### src/rtl/serial_sub_pkg.sv
// Shared types and helpers for the bit-serial subtract sequencer.
package serial_sub_pkg;

    // Sequencer states, 2-bit encoding.
    typedef enum logic [1:0] {
        IDLE = 2'd0,
        RUN  = 2'd1,
        DONE = 2'd2
    } state_t;

    // Width of the bit counter for a given operand width.
    function automatic int cnt_w(input int width);
        return $clog2(width);
    endfunction

endpackage : serial_sub_pkg

### src/rtl/serial_sub_ctrl_full_sub.sv
// One-bit full subtractor: d = x - y - bin, br = borrow out.
// Purely combinational; the sequencer feeds it one bit per clock.
module full_sub (
    input  logic x,
    input  logic y,
    input  logic bin,
    output logic br,
    output logic d
);

    // Difference bit is the parity of the three inputs.
    assign d  = x ^ y ^ bin;

    // A borrow is needed whenever y + bin exceeds x.
    assign br = (~x & y) | (~x & bin) | (y & bin);

endmodule : full_sub

### src/rtl/serial_sub_ctrl.sv
// Bit-serial subtract sequencer. Accepts a start with operands a, b and an
// initial borrow, then pushes one bit per clock (LSB first) through a single
// full_sub cell, carrying the borrow in a register between cycles. The result
// appears on diff/bout together with a one-cycle done pulse.
module serial_sub_ctrl
    import serial_sub_pkg::*;
#(
    parameter int WIDTH = 8
) (
    input  logic             clk,
    input  logic             rst,
    input  logic             start,
    input  logic [WIDTH-1:0] a,
    input  logic [WIDTH-1:0] b,
    input  logic             bin,
    output logic             ready,
    output logic             busy,
    output logic             done,
    output logic [WIDTH-1:0] diff,
    output logic             bout
);

    localparam int            CW       = cnt_w(WIDTH);
    localparam logic [CW-1:0] CNT_LAST = CW'(WIDTH - 1);

    state_t           state;
    state_t           state_next;

    logic [WIDTH-1:0] a_sh;
    logic [WIDTH-1:0] b_sh;
    logic [WIDTH-1:0] r_sh;
    logic             borrow;
    logic [CW-1:0]    cnt;

    logic             cell_d;
    logic             cell_br;
    logic [WIDTH-1:0] r_next;
    logic             accept;
    logic             last_bit;

    // The single arithmetic cell always looks at the current LSBs.
    full_sub u_cell (a_sh[0], b_sh[0], borrow, cell_br, cell_d);

    // Result register value after this cycle's bit is shifted in at the top.
    assign r_next   = {cell_d, r_sh[WIDTH-1:1]};
    assign accept   = (state == IDLE) && start;
    assign last_bit = (state == RUN) && (cnt == CNT_LAST);

    // Next-state logic for the IDLE -> RUN -> DONE -> IDLE sequence.
    always_comb begin
        // NOTE: default first so every path assigns state_next; otherwise a latch is inferred.
        state_next = state;
        unique case (state)
            IDLE:    if (start) state_next = RUN;
            RUN:     if (cnt == CNT_LAST) state_next = DONE;
            DONE:    state_next = IDLE;
            default: state_next = IDLE;
        endcase
    end

    // State register; reset returns to IDLE and aborts any operation.
    always_ff @(posedge clk) begin
        // NOTE: non-blocking assignments so every flop samples pre-edge values.
        if (rst) begin
            state <= IDLE;
        end else begin
            state <= state_next;
        end
    end

    // Operand/result shift registers, borrow register and bit counter.
    always_ff @(posedge clk) begin
        // NOTE: these are plain flops, not a memory, so they are cleared on reset
        // and never show stale operands after an abort.
        if (rst) begin
            a_sh   <= '0;
            b_sh   <= '0;
            r_sh   <= '0;
            borrow <= 1'b0;
            cnt    <= '0;
        end else if (accept) begin
            a_sh   <= a;
            b_sh   <= b;
            borrow <= bin;
            cnt    <= '0;
        end else if (state == RUN) begin
            a_sh   <= a_sh >> 1;
            b_sh   <= b_sh >> 1;
            r_sh   <= r_next;
            borrow <= cell_br;
            if (cnt != CNT_LAST) begin
                cnt <= cnt + CW'(1);
            end
        end
    end

    // Registered status flags derived from the state being entered.
    always_ff @(posedge clk) begin
        if (rst) begin
            ready <= 1'b1;
            busy  <= 1'b0;
            done  <= 1'b0;
        end else begin
            ready <= (state_next == IDLE);
            busy  <= (state_next != IDLE);
            done  <= (state_next == DONE);
        end
    end

    // Result registers update only on completion, so partial values never leak.
    always_ff @(posedge clk) begin
        if (rst) begin
            diff <= '0;
            bout <= 1'b0;
        end else if (last_bit) begin
            diff <= r_next;
            bout <= cell_br;
        end
    end

endmodule : serial_sub_ctrl

### config.mk
export PLATFORM = sky130hd
export DESIGN_NAME = serial_sub_ctrl
export DESIGN_NICKNAME = d
export VERILOG_FILES = /design/src/rtl/serial_sub_pkg.sv /design/src/rtl/serial_sub_ctrl_full_sub.sv /design/src/rtl/serial_sub_ctrl.sv
export SDC_FILE = /design/constraint.sdc
export NUM_CORES = 1
export LEC_CHECK = 0
export CAP_MARGIN = 20
export CELL_PAD_IN_SITES_DETAIL_PLACEMENT = 1
export CELL_PAD_IN_SITES_GLOBAL_PLACEMENT = 2
export CORE_MARGIN = 2
export CORE_UTILIZATION = 35
export CTS_BUF_LIST = sky130_fd_sc_hd__clkbuf_2
export DETAILED_ROUTE_END_ITERATION = 12
export PLACE_DENSITY_LB_ADDON = 0.1
export SLEW_MARGIN = 25
export SYNTH_ARGS = -nofsm -noshare
export SYNTH_HDL_FRONTEND = slang
export SYNTH_HIERARCHICAL = 1
export SYNTH_SLANG_ARGS = --single-unit
### constraint.sdc
create_clock -name clk -period 3 [get_ports clk]
set_input_delay 0.6 -clock clk [delete_from_list [all_inputs] [get_ports clk]]
set_output_delay 0.6 -clock clk [all_outputs]
set_load 0.05 [all_outputs]
=== Word-level counts from Yosys, hierarchy flattened ===
Index checks and enable logic that the tools add are counted.

* Flip-flop bits (word level): 42
* Latch bits: 0
* Memory bits (writable): 0
* Bits in read-only memories: 0
* Word-level logic and storage cells: 43
* Memories: 0

* Add/subtract/negate cells: 1
* $mul: 0
* Div/mod/pow operators: 0
* Order comparisons: 0
* Eq/ne operators: 4
* Shift-type cells: 0
* Multiplexer cells: 9
* Bitwise operators: 9
* Reductions and logical operators: 9

{| class="wikitable"
|+ Operators by type and width
! cell !! count
|-
| $mux 8 || 4
|-
| $logic_not 2->1 || 2
|-
| $mux 2 || 2
|-
| $pmux 2 s2 || 1
|-
| $reduce_and 2->1 || 2
|-
| $reduce_bool 2->1 || 2
|-
| $add 3x1->3 const B || 1
|-
| $and 1x1->1 || 3
|-
| $eq 3x3->1 const B || 1
|-
| $ne 3x3->1 const B || 1
|-
| $eq 2x1->1 const B || 1
|-
| $eq 2x2->1 const B || 1
|-
| $logic_and 1x1->1 || 2
|-
| $mux 1 || 2
|-
| $not 1->1 || 2
|-
| $or 1x1->1 || 2
|-
| $reduce_or 2->1 || 1
|-
| $xor 1x1->1 || 2
|}

=== Longest topological paths before layout ===
Gate-level depths: netlist of the first run.

* Word-level depth: 6
* Mapped depth: 6
* Gate-level depth less buffers: 5

=== Modules after synthesis ===
The synthesis of the first run kept the hierarchy.

{| class="wikitable"
|+ By module, submodules not included
! module !! instances !! cells each !! area each (sq um) !! seq. area each (sq um)
|-
| serial_sub_ctrl || 1 || 186 || 1696.6 || 820.8
|-
| full_sub || 1 || 3 || 27.5 || 0.0
|}

=== Worst setup path before layout of the first run ===
No wires, ideal clock.

* Path type: input-to-reg
* Start point: in start
* End point: reg a_sh[0]
* Library setup time: 0.134 ns
* Arrival: 1.254 ns
* Data required time: 2.866 ns
* Path slack: 1.612 ns
* Stages on the path: 4
* Buffers on the path: 2
* Path through: clkbuf_2 > buf_1 > o2bb2ai_1 > a211oi_1

* Longest elaborated chain between the ends: 2
* Elaborated cells on any way between the ends: 3
* Classes of those cells: mux: 1; reduce/logical: 2

{| class="wikitable"
|+ RTL lines
! what !! RTL line !! RTL
|-
| from (decl) || serial_sub_ctrl.sv:12 || <nowiki>input logic start,</nowiki>
|-
| $logic_and 1x1->1 * || serial_sub_ctrl.sv:46 || <nowiki>assign accept = (state == IDLE) && start;</nowiki>
|-
| $mux 8 / $reduce_bool 2->1 (equally long branches) || - ||
|-
| to (signal assigned) || serial_sub_ctrl.sv:87 || <nowiki>a_sh <= a_sh >> 1;</nowiki>
|-
| to (decl) || serial_sub_ctrl.sv:29 || <nowiki>logic [WIDTH-1:0] a_sh;</nowiki>
|}

Mark *: on every way between the ends. The rest lies on a longest branch, timed or not.
A chain may end at the register's enable or synchronous reset.

=== Worst setup path in the final report of the first run ===
* Start point: reg bout
* End point: out bout

{| class="wikitable"
|+ RTL lines
! what !! RTL line !! RTL
|-
| from (decl) || serial_sub_ctrl.sv:20 || <nowiki>output logic bout</nowiki>
|-
| from (signal assigned) || serial_sub_ctrl.sv:117 || <nowiki>bout <= cell_br;</nowiki>
|}

No word-level cell between the ends.

==> results_tabular.tex, run 1 <==
\begin{tabular}{lr}
\hline
Metric & Value \\
\hline
\multicolumn{2}{l}{\textbf{Status}} \\
\quad Outcome & finished clean \\
\multicolumn{2}{l}{\textbf{Setup path}} \\
\quad Delay of the slowest cell on the worst path & 0.80 ns \\
\quad WP buf/inv & 1 \\
\quad Critical path startpoint category & flip-flop \\
\quad Largest fanout on the critical path & 2 \\
\quad CP Class & flip-flop to primary output \\
\quad Kind of cell with the highest combined delay on the critical path & buffers and inverters \\
\quad Critical path depth in cells & 1 \\
\quad Number of cells on the worst reg-to-reg path & 4 \\
\quad Slowest cell on crit path & sky130\_fd\_sc\_hd\_\_clkdlybuf4s50\_1 \\
\quad Type of destination of the critical path & primary output \\
\quad Worst Path Required & 2.40 ns \\
\quad Arrival time of data at the critical path endpoint & 1.58 ns \\
\quad Cell breakdown of the critical path & clkdlybuf4s50\_1 \\
\multicolumn{2}{l}{\textbf{STA}} \\
\quad Transition time at the pin with the least slew margin & 0.723 ns \\
\quad Setup Total Neg Slack & 0 ns \\
\quad Peak clock frequency supported by timing & 459 MHz \\
\quad Min cycle time layout & 2.18 ns \\
\quad Setup ws final & 0.823 ns \\
\quad Period Utilization, post-route & 0.726 \\
\quad RSZ-0062 raised after global routing & false \\
\quad Maximum clock skew at final layout & 0.00638 ns \\
\quad Final-report hold violation count & 0 \\
\quad Slew Viols, Final & 0 \\
\quad Count of endpoints failing setup in the final report & 0 \\
\quad Max-slew headroom at the worst pin & 0.516 \\
\multicolumn{2}{l}{\textbf{Routing}} \\
\quad Routed vias & 1,418 \\
\quad Initial DRC count & 19 \\
\quad Number of nets with antenna violations after detailed routing & 0 \\
\quad Residual DRC & 0 \\
\quad Average routed wire per standard cell & 14.0 um \\
\quad Routed wire length & 3.97 mm \\
\quad Per-cell via count in the routed design & 5.01 \\
\quad First drt pass iteration count & 4 \\
\multicolumn{2}{l}{\textbf{Power and ir drop}} \\
\quad Power density of the placed cells & 498 nW/um2 \\
\quad LEAKAGE & 0.837 nW \\
\quad Max VDD drop & 0.197 mV \\
\multicolumn{2}{l}{\textbf{Global route}} \\
\quad Wire length of the first global-routing pass & 6.68 mm \\
\quad GR Overflow Total & 0 \\
\quad Pin count of the biggest net entering global routing & 20 \\
\quad Via count of the first global-routing pass & 1,452 \\
\quad Number of antenna violations at the first check in global routing & 0 \\
\quad GRT Resource Usage Total & 0.160 \\
\multicolumn{2}{l}{\textbf{Min path}} \\
\quad Hold Path Cell Cnt & 2 \\
\quad Type of the most critical hold path & flip-flop to flip-flop \\
\multicolumn{2}{l}{\textbf{Clocking}} \\
\quad Count of hold-fix buffers inserted at cts & 0 \\
\quad PostCTS Resize Cnt & 0 \\
\quad Clock latency on the worst-skew pair & 0.39 ns \\
\quad Clock tree root driver cell & sky130\_fd\_sc\_hd\_\_clkbuf\_2 \\
\quad Number of levels in the clock H-tree & 2 \\
\quad TritonCTS buffer count & 5 \\
\quad Number of post-CTS setup repair buffers & 0 \\
\quad Clock tree from TritonCTS & yes \\
\quad Number of buffers between clock root and the deepest sink & 2 \\
\quad CTS Sinks & 41 \\
\quad Clock-pin slew reported for the worst setup and hold paths after clock tree synthesis & 0.20 ns \\
\multicolumn{2}{l}{\textbf{Yosys}} \\
\quad Synthesized instance count & 189 \\
\quad Synth Area in Adders & 0.0334 \\
\quad Most instantiated flip-flop cell in the synthesis netlist & sky130\_fd\_sc\_hd\_\_dfxtp\_1 \\
\quad Main combinational cell family by area after synthesis & compound AO/OA/AOI/OAI gates \\
\quad Main area contributors after synthesis & sky130\_fd\_sc\_hd\_\_dfxtp\_1 48\%, sky130\_fd\_sc\_hd\_\_nor2\_1 9.4\%, sky130\_fd\_sc\_hd\_\_o2bb2ai\_1 6.6\% \\
\quad Fraction of synthesized cell area taken by the top area cell type & 0.476 \\
\quad Complex-gate fraction of the synthesized area & 0.202 \\
\quad Sequential share of the synthesized area & 0.476 \\
\quad Count of distinct cell types in the synthesized netlist & 30 \\
\quad Synthesized area per cell & 9.12 um2 \\
\quad Combined area of all synthesized cells & 1720 um2 \\
\quad Async set-reset flop share out of synthesis & 0 \\
\quad Flops \& latches, synth & 41 \\
\quad Count of flip-flops with a built-in enable after synthesis & 0 \\
\quad Most repeated cell in the gate-level netlist after synthesis & sky130\_fd\_sc\_hd\_\_nor2\_1 \\
\quad Post-Synth XOR/XNOR Area & 0.00508 \\
\quad Net count of the mapped netlist & 213 \\
\quad Leading area contributor after synthesis & sky130\_fd\_sc\_hd\_\_dfxtp\_1 \\
\quad Most frequent cells after synthesis & 43 x sky130\_fd\_sc\_hd\_\_nor2\_1, 41 x sky130\_fd\_sc\_hd\_\_dfxtp\_1, 17 x sky130\_fd\_sc\_hd\_\_nand2\_1, 15 x sky130\_fd\_sc\_hd\_\_a211oi\_1, 13 x sky130\_fd\_sc\_hd\_\_o2bb2ai\_1 \\
\quad Mux contribution to synthesized area & 0.0522 \\
\quad Ys Warns & 6 \\
\quad Simple-gate portion of the synthesized area & 0.173 \\
\multicolumn{2}{l}{\textbf{Placement}} \\
\quad Final HPWL from detailed placement & 2.84 mm \\
\quad Post-Place Worst Slack & 0.725 ns \\
\quad Routability-driven placement congestion ratio & 0.756 \\
\quad IO buf count & 31 \\
\multicolumn{2}{l}{\textbf{Layout}} \\
\quad Ratio of cells with drive above 1 in the final layout & 0.0602 \\
\quad Area growth from synthesis to layout & 22.6\% \\
\quad Diode insertion count for antenna repair & 0 \\
\quad Filler cells & 547 \\
\quad Count of nets after finishing & 240 \\
\multicolumn{2}{l}{\textbf{Floorplan}} \\
\quad DIE HEIGHT & 74.2 um \\
\quad DIE AREA & 5500 um2 \\
\quad Die width & 74.2 um \\
\quad Initial standard-cell utilization of the core & 0.365 \\
\quad I/O pin total & 32 \\
\quad Site Rows & 25 \\
\quad Core outline area & 4720 um2 \\
\multicolumn{2}{l}{\textbf{Job}} \\
\quad Max-cap viol count & 0 \\
\hline
\end{tabular}
-- power breakdown --
part	switching, mW	leakage, nW	internal, mW	total, mW
clock network	0.179	0.0388	0.135	0.314
registers	0.0186	0.336	0.574	0.592
logic	0.0778	0.462	0.0688	0.147
total	0.275	0.837	0.778	1.05
-- state kept, by name, indices dropped and copies added, names as in the netlist --
signal,count
state,2
ready,1
bout,1
r_sh,7
borrow,1
busy,1
diff,8
a_sh,8
b_sh,8
cnt,3
done,1
-- metrics by stage --
stage               instance area (um2)  hold WS [ns]  instances   util  power [mW]
CTS                                2110         0.478        283  0.447        1.07
detailed placement                 2050         0.455        276  0.435       0.752
floorplan                          1720         0.436        189      -       0.701
finish                             2110         0.473        283  0.447        1.05
global placement                   2050         0.446        276  0.435       0.746
global route                       2110         0.509        283  0.447        1.11
-- cell type report --
class / instances / area [um2] / area share
inverters: 5 / 18.8 / 0.00888
clock buffers: 5 / 25.0 / 0.0118
well taps: 67 / 83.8 / 0.0397
flip-flops and latches: 41 / 821 / 0.388
repair buffers: 33 / 325 / 0.154
clock inverters: 2 / 35.0 / 0.0166
multi-input cells: 130 / 805 / 0.381
-- routing by layer --
layer / up-vias / GRT usage / share of wire
met1: 678 / 0.189 / 0.45
met3: 7 / 0.0407 / 0.040
li1: 703 / - / -
met2: 30 / 0.284 / 0.50
met5: - / 0 / 0
met4: 0 / 0.0485 / 0.011
-- cells in the final DEF, fill, tap and decap left out --
cell	n
sky130_fd_sc_hd__ha_1	3
sky130_fd_sc_hd__a21oi_1	9
sky130_fd_sc_hd__a211oi_1	15
sky130_fd_sc_hd__o221a_2	1
sky130_fd_sc_hd__o21ai_0	3
sky130_fd_sc_hd__o2bb2ai_1	13
sky130_fd_sc_hd__a22oi_1	2
sky130_fd_sc_hd__xnor2_1	1
sky130_fd_sc_hd__nand2_1	17
sky130_fd_sc_hd__bufinv_16	1
sky130_fd_sc_hd__and2_1	1
sky130_fd_sc_hd__clkbuf_2	5
sky130_fd_sc_hd__fa_1	1
sky130_fd_sc_hd__clkinv_2	1
sky130_fd_sc_hd__o22ai_1	2
sky130_fd_sc_hd__inv_1	5
sky130_fd_sc_hd__o21ba_4	1
sky130_fd_sc_hd__clkdlybuf4s50_1	31
sky130_fd_sc_hd__nand2b_1	3
sky130_fd_sc_hd__o21bai_1	1
sky130_fd_sc_hd__mux2i_1	9
sky130_fd_sc_hd__nand3b_1	1
sky130_fd_sc_hd__nor3b_1	1
sky130_fd_sc_hd__nor2_1	43
sky130_fd_sc_hd__dfxtp_1	41
sky130_fd_sc_hd__or2_1	1
sky130_fd_sc_hd__nor3b_4	1
sky130_fd_sc_hd__and2b_2	1
sky130_fd_sc_hd__buf_4	2
-- final timing paths --
kind	to	startpoint	slack [ns]
worst max-delay path	bout	bout$_SDFFE_PP0P_	0.82
worst min-delay path	r_sh[1]$_SDFFE_PP0P_	r_sh[1]$_SDFFE_PP0P_	0.47
worst max register to register	diff[5]$_SDFFE_PP0P_	state[0]$_SDFF_PP0_	1.17
worst min register to register	r_sh[1]$_SDFFE_PP0P_	r_sh[1]$_SDFFE_PP0P_	0.47
-- cells by family (layout without fill, tap and decap cells) --
family          Yosys count  in the layout
simple gates             69             69
compound gates           47             47
flops                    41             41
buf+inv                  18             45
mux                       9              9
fa+ha+maj                 4              4
xor+xnor                  1              1
(Power assumes the default switching activity.)
==> run 2: changes to the inputs <==
CORE_UTILIZATION = 32   (was 35)
clock period = 2.3 ns   (was 3 ns; I/O delays follow)
==> run 2 against run 1 <==
  * Sequential share of layout area fell by 0.94 points
  * Sequential power up 31%
  * Hold slack gained 0.017 ns
  * Clock-buffer cell count unchanged
  * Design area increased by 2.5%
  * Critical path type unchanged
  * Highest routed layer unchanged
==> results_tabular.tex, run 2 (synthesis gave the netlist of run 1 again) <==
\begin{tabular}{lr}
\hline
Metric & Value \\
\hline
\multicolumn{2}{l}{\textbf{Global route}} \\
\quad Pin count of the biggest net entering global routing & 22 \\
\quad Number of antenna violations at the first check in global routing & 0 \\
\quad GR Overflow Total & 0 \\
\quad GRT Resource Usage Total & 0.153 \\
\quad Wire length of the first global-routing pass & 7.29 mm \\
\quad Via count of the first global-routing pass & 1,470 \\
\multicolumn{2}{l}{\textbf{STA}} \\
\quad Peak clock frequency supported by timing & 478 MHz \\
\quad Maximum clock skew at final layout & 0.0123 ns \\
\quad Setup Total Neg Slack & 0 ns \\
\quad Setup ws final & 0.208 ns \\
\quad Count of endpoints failing setup in the final report & 0 \\
\quad RSZ-0062 raised after global routing & false \\
\quad Min cycle time layout & 2.09 ns \\
\quad Slew Viols, Final & 0 \\
\quad Transition time at the pin with the least slew margin & 0.679 ns \\
\quad Max-slew headroom at the worst pin & 0.546 \\
\quad Period Utilization, post-route & 0.910 \\
\quad Final-report hold violation count & 0 \\
\multicolumn{2}{l}{\textbf{Job}} \\
\quad Max-cap viol count & 0 \\
\multicolumn{2}{l}{\textbf{Setup path}} \\
\quad WP buf/inv & 1 \\
\quad Launching instance or port of the critical path & bout\$\_SDFFE\_PP0P\_ \\
\quad Arrival time of data at the critical path endpoint & 1.63 ns \\
\quad Largest fanout on the critical path & 2 \\
\quad Type of destination of the critical path & primary output \\
\quad Critical Path Sink & bout \\
\quad Worst Path Required & 1.84 ns \\
\quad Delay of the slowest cell on the worst path & 0.81 ns \\
\quad CP Class & flip-flop to primary output \\
\quad Number of cells on the worst reg-to-reg path & 5 \\
\quad Beginning of the worst register-to-register path & cnt[0]\$\_SDFFE\_PP0P\_ \\
\quad Slowest cell on crit path & sky130\_fd\_sc\_hd\_\_clkdlybuf4s50\_1 \\
\quad Kind of cell with the highest combined delay on the critical path & buffers and inverters \\
\quad Worst reg-to-reg setup slack & 0.54 ns \\
\quad Reg-to-reg critical path endpoint & diff[7]\$\_SDFFE\_PP0P\_ \\
\quad Critical path depth in cells & 1 \\
\quad Cell breakdown of the critical path & clkdlybuf4s50\_1 \\
\quad Critical path startpoint category & flip-flop \\
\multicolumn{2}{l}{\textbf{Floorplan}} \\
\quad DIE AREA & 5990 um2 \\
\quad Initial standard-cell utilization of the core & 0.335 \\
\quad Die width & 77.4 um \\
\quad Core outline area & 5140 um2 \\
\quad DIE HEIGHT & 77.4 um \\
\quad I/O pin total & 32 \\
\quad Site Rows & 26 \\
\multicolumn{2}{l}{\textbf{Routing}} \\
\quad Initial DRC count & 52 \\
\quad Residual DRC & 0 \\
\quad Average routed wire per standard cell & 14.7 um \\
\quad First drt pass iteration count & 4 \\
\quad Routed vias & 1,431 \\
\quad Number of nets with antenna violations after detailed routing & 0 \\
\quad Per-cell via count in the routed design & 4.95 \\
\quad Routed wire length & 4.24 mm \\
\multicolumn{2}{l}{\textbf{Layout}} \\
\quad Diode insertion count for antenna repair & 0 \\
\quad Largest registers & a\_sh: 8 flops, b\_sh: 8 flops, diff: 8 flops \\
\quad Leading cell type in the layout, fill and taps excluded & sky130\_fd\_sc\_hd\_\_nor2\_1 \\
\quad Post-route standard cell area excluding fillers & 2170 um2 \\
\quad Count of nets after finishing & 242 \\
\quad Filler cells & 621 \\
\quad Area growth from synthesis to layout & 25.6\% \\
\quad Commonest cells after routing, fill and taps aside & 43 x sky130\_fd\_sc\_hd\_\_nor2\_1, 41 x sky130\_fd\_sc\_hd\_\_dfxtp\_1, 31 x sky130\_fd\_sc\_hd\_\_clkdlybuf4s50\_1 \\
\quad Ratio of cells with drive above 1 in the final layout & 0.0731 \\
\multicolumn{2}{l}{\textbf{Clocking}} \\
\quad Clock tree root driver cell & sky130\_fd\_sc\_hd\_\_clkbuf\_2 \\
\quad Clock tree from TritonCTS & yes \\
\quad Number of post-CTS setup repair buffers & 0 \\
\quad CTS Sinks & 41 \\
\quad PostCTS Resize Cnt & 0 \\
\quad Count of hold-fix buffers inserted at cts & 0 \\
\quad Number of levels in the clock H-tree & 2 \\
\quad Clock-pin slew reported for the worst setup and hold paths after clock tree synthesis & 0.23 ns \\
\quad Number of buffers between clock root and the deepest sink & 2 \\
\quad Clock latency on the worst-skew pair & 0.42 ns \\
\quad TritonCTS buffer count & 5 \\
\multicolumn{2}{l}{\textbf{Placement}} \\
\quad Post-Place Worst Slack & 0.488 ns \\
\quad Cell area after placement & 2070 um2 \\
\quad Routability-driven placement congestion ratio & 0.750 \\
\quad IO buf count & 31 \\
\quad Final HPWL from detailed placement & 2.96 mm \\
\multicolumn{2}{l}{\textbf{Power and ir drop}} \\
\quad LEAKAGE & 0.861 nW \\
\quad Max VDD drop & 0.264 mV \\
\quad Power density of the placed cells & 706 nW/um2 \\
\multicolumn{2}{l}{\textbf{Min path}} \\
\quad Hold Path Cell Cnt & 2 \\
\quad Type of the most critical hold path & flip-flop to flip-flop \\
\multicolumn{2}{l}{\textbf{Status}} \\
\quad Outcome & finished clean \\
\hline
\end{tabular}
==> run 2: area by class of cell <==
cell class                      instances  area, um2  share of cell area
Sequential cell                        41        821               0.379
Tap cell                               70       87.6              0.0404
Inverter                                5       18.8             0.00867
Clock inverter                          3       68.8              0.0318
Multi-Input combinational cell        130        805               0.371
Clock buffer                            5       25.0              0.0116
Timing Repair Buffer                   35        340               0.157
==> run 2: through the flow <==
step	power, mW	instances	util	hold slack [ns]
2_1_floorplan	0.914	189	-	0.436
3_3_place_gp	0.977	281	0.403	0.448
3_5_place_dp	0.988	281	0.403	0.460
4_1_cts	1.55	289	0.421	0.490
5_1_grt	1.61	289	0.421	0.521
6_report	1.53	289	0.421	0.490
==> run 2: report_power, final <==
group	internal, mW	leakage (nW)	switching, mW
registers	0.749	0.336	0.0269
logic	0.0928	0.472	0.104
clock network	0.297	0.0536	0.260
total	1.14	0.861	0.391
==> run 2: how the worst min path moves through the flow <==
stage                                    start                    to  slack (ns)
after floorplan           r_sh[1]$_SDFFE_PP0P_  r_sh[1]$_SDFFE_PP0P_        0.44
after global routing      r_sh[1]$_SDFFE_PP0P_  r_sh[1]$_SDFFE_PP0P_        0.52
final                     r_sh[1]$_SDFFE_PP0P_  r_sh[1]$_SDFFE_PP0P_        0.49
after global placement    r_sh[1]$_SDFFE_PP0P_  r_sh[1]$_SDFFE_PP0P_        0.45
after detailed placement  r_sh[1]$_SDFFE_PP0P_  r_sh[1]$_SDFFE_PP0P_        0.46
after CTS                 r_sh[1]$_SDFFE_PP0P_  r_sh[1]$_SDFFE_PP0P_        0.49
==> run 2: metal layers <==
layer	vias up	track usage	wire (um)
met3	6	0.0407	224
li1	705	-	-
met4	0	0.0536	63
met5	-	0	0
met1	688	0.210	2040
met2	32	0.231	1910
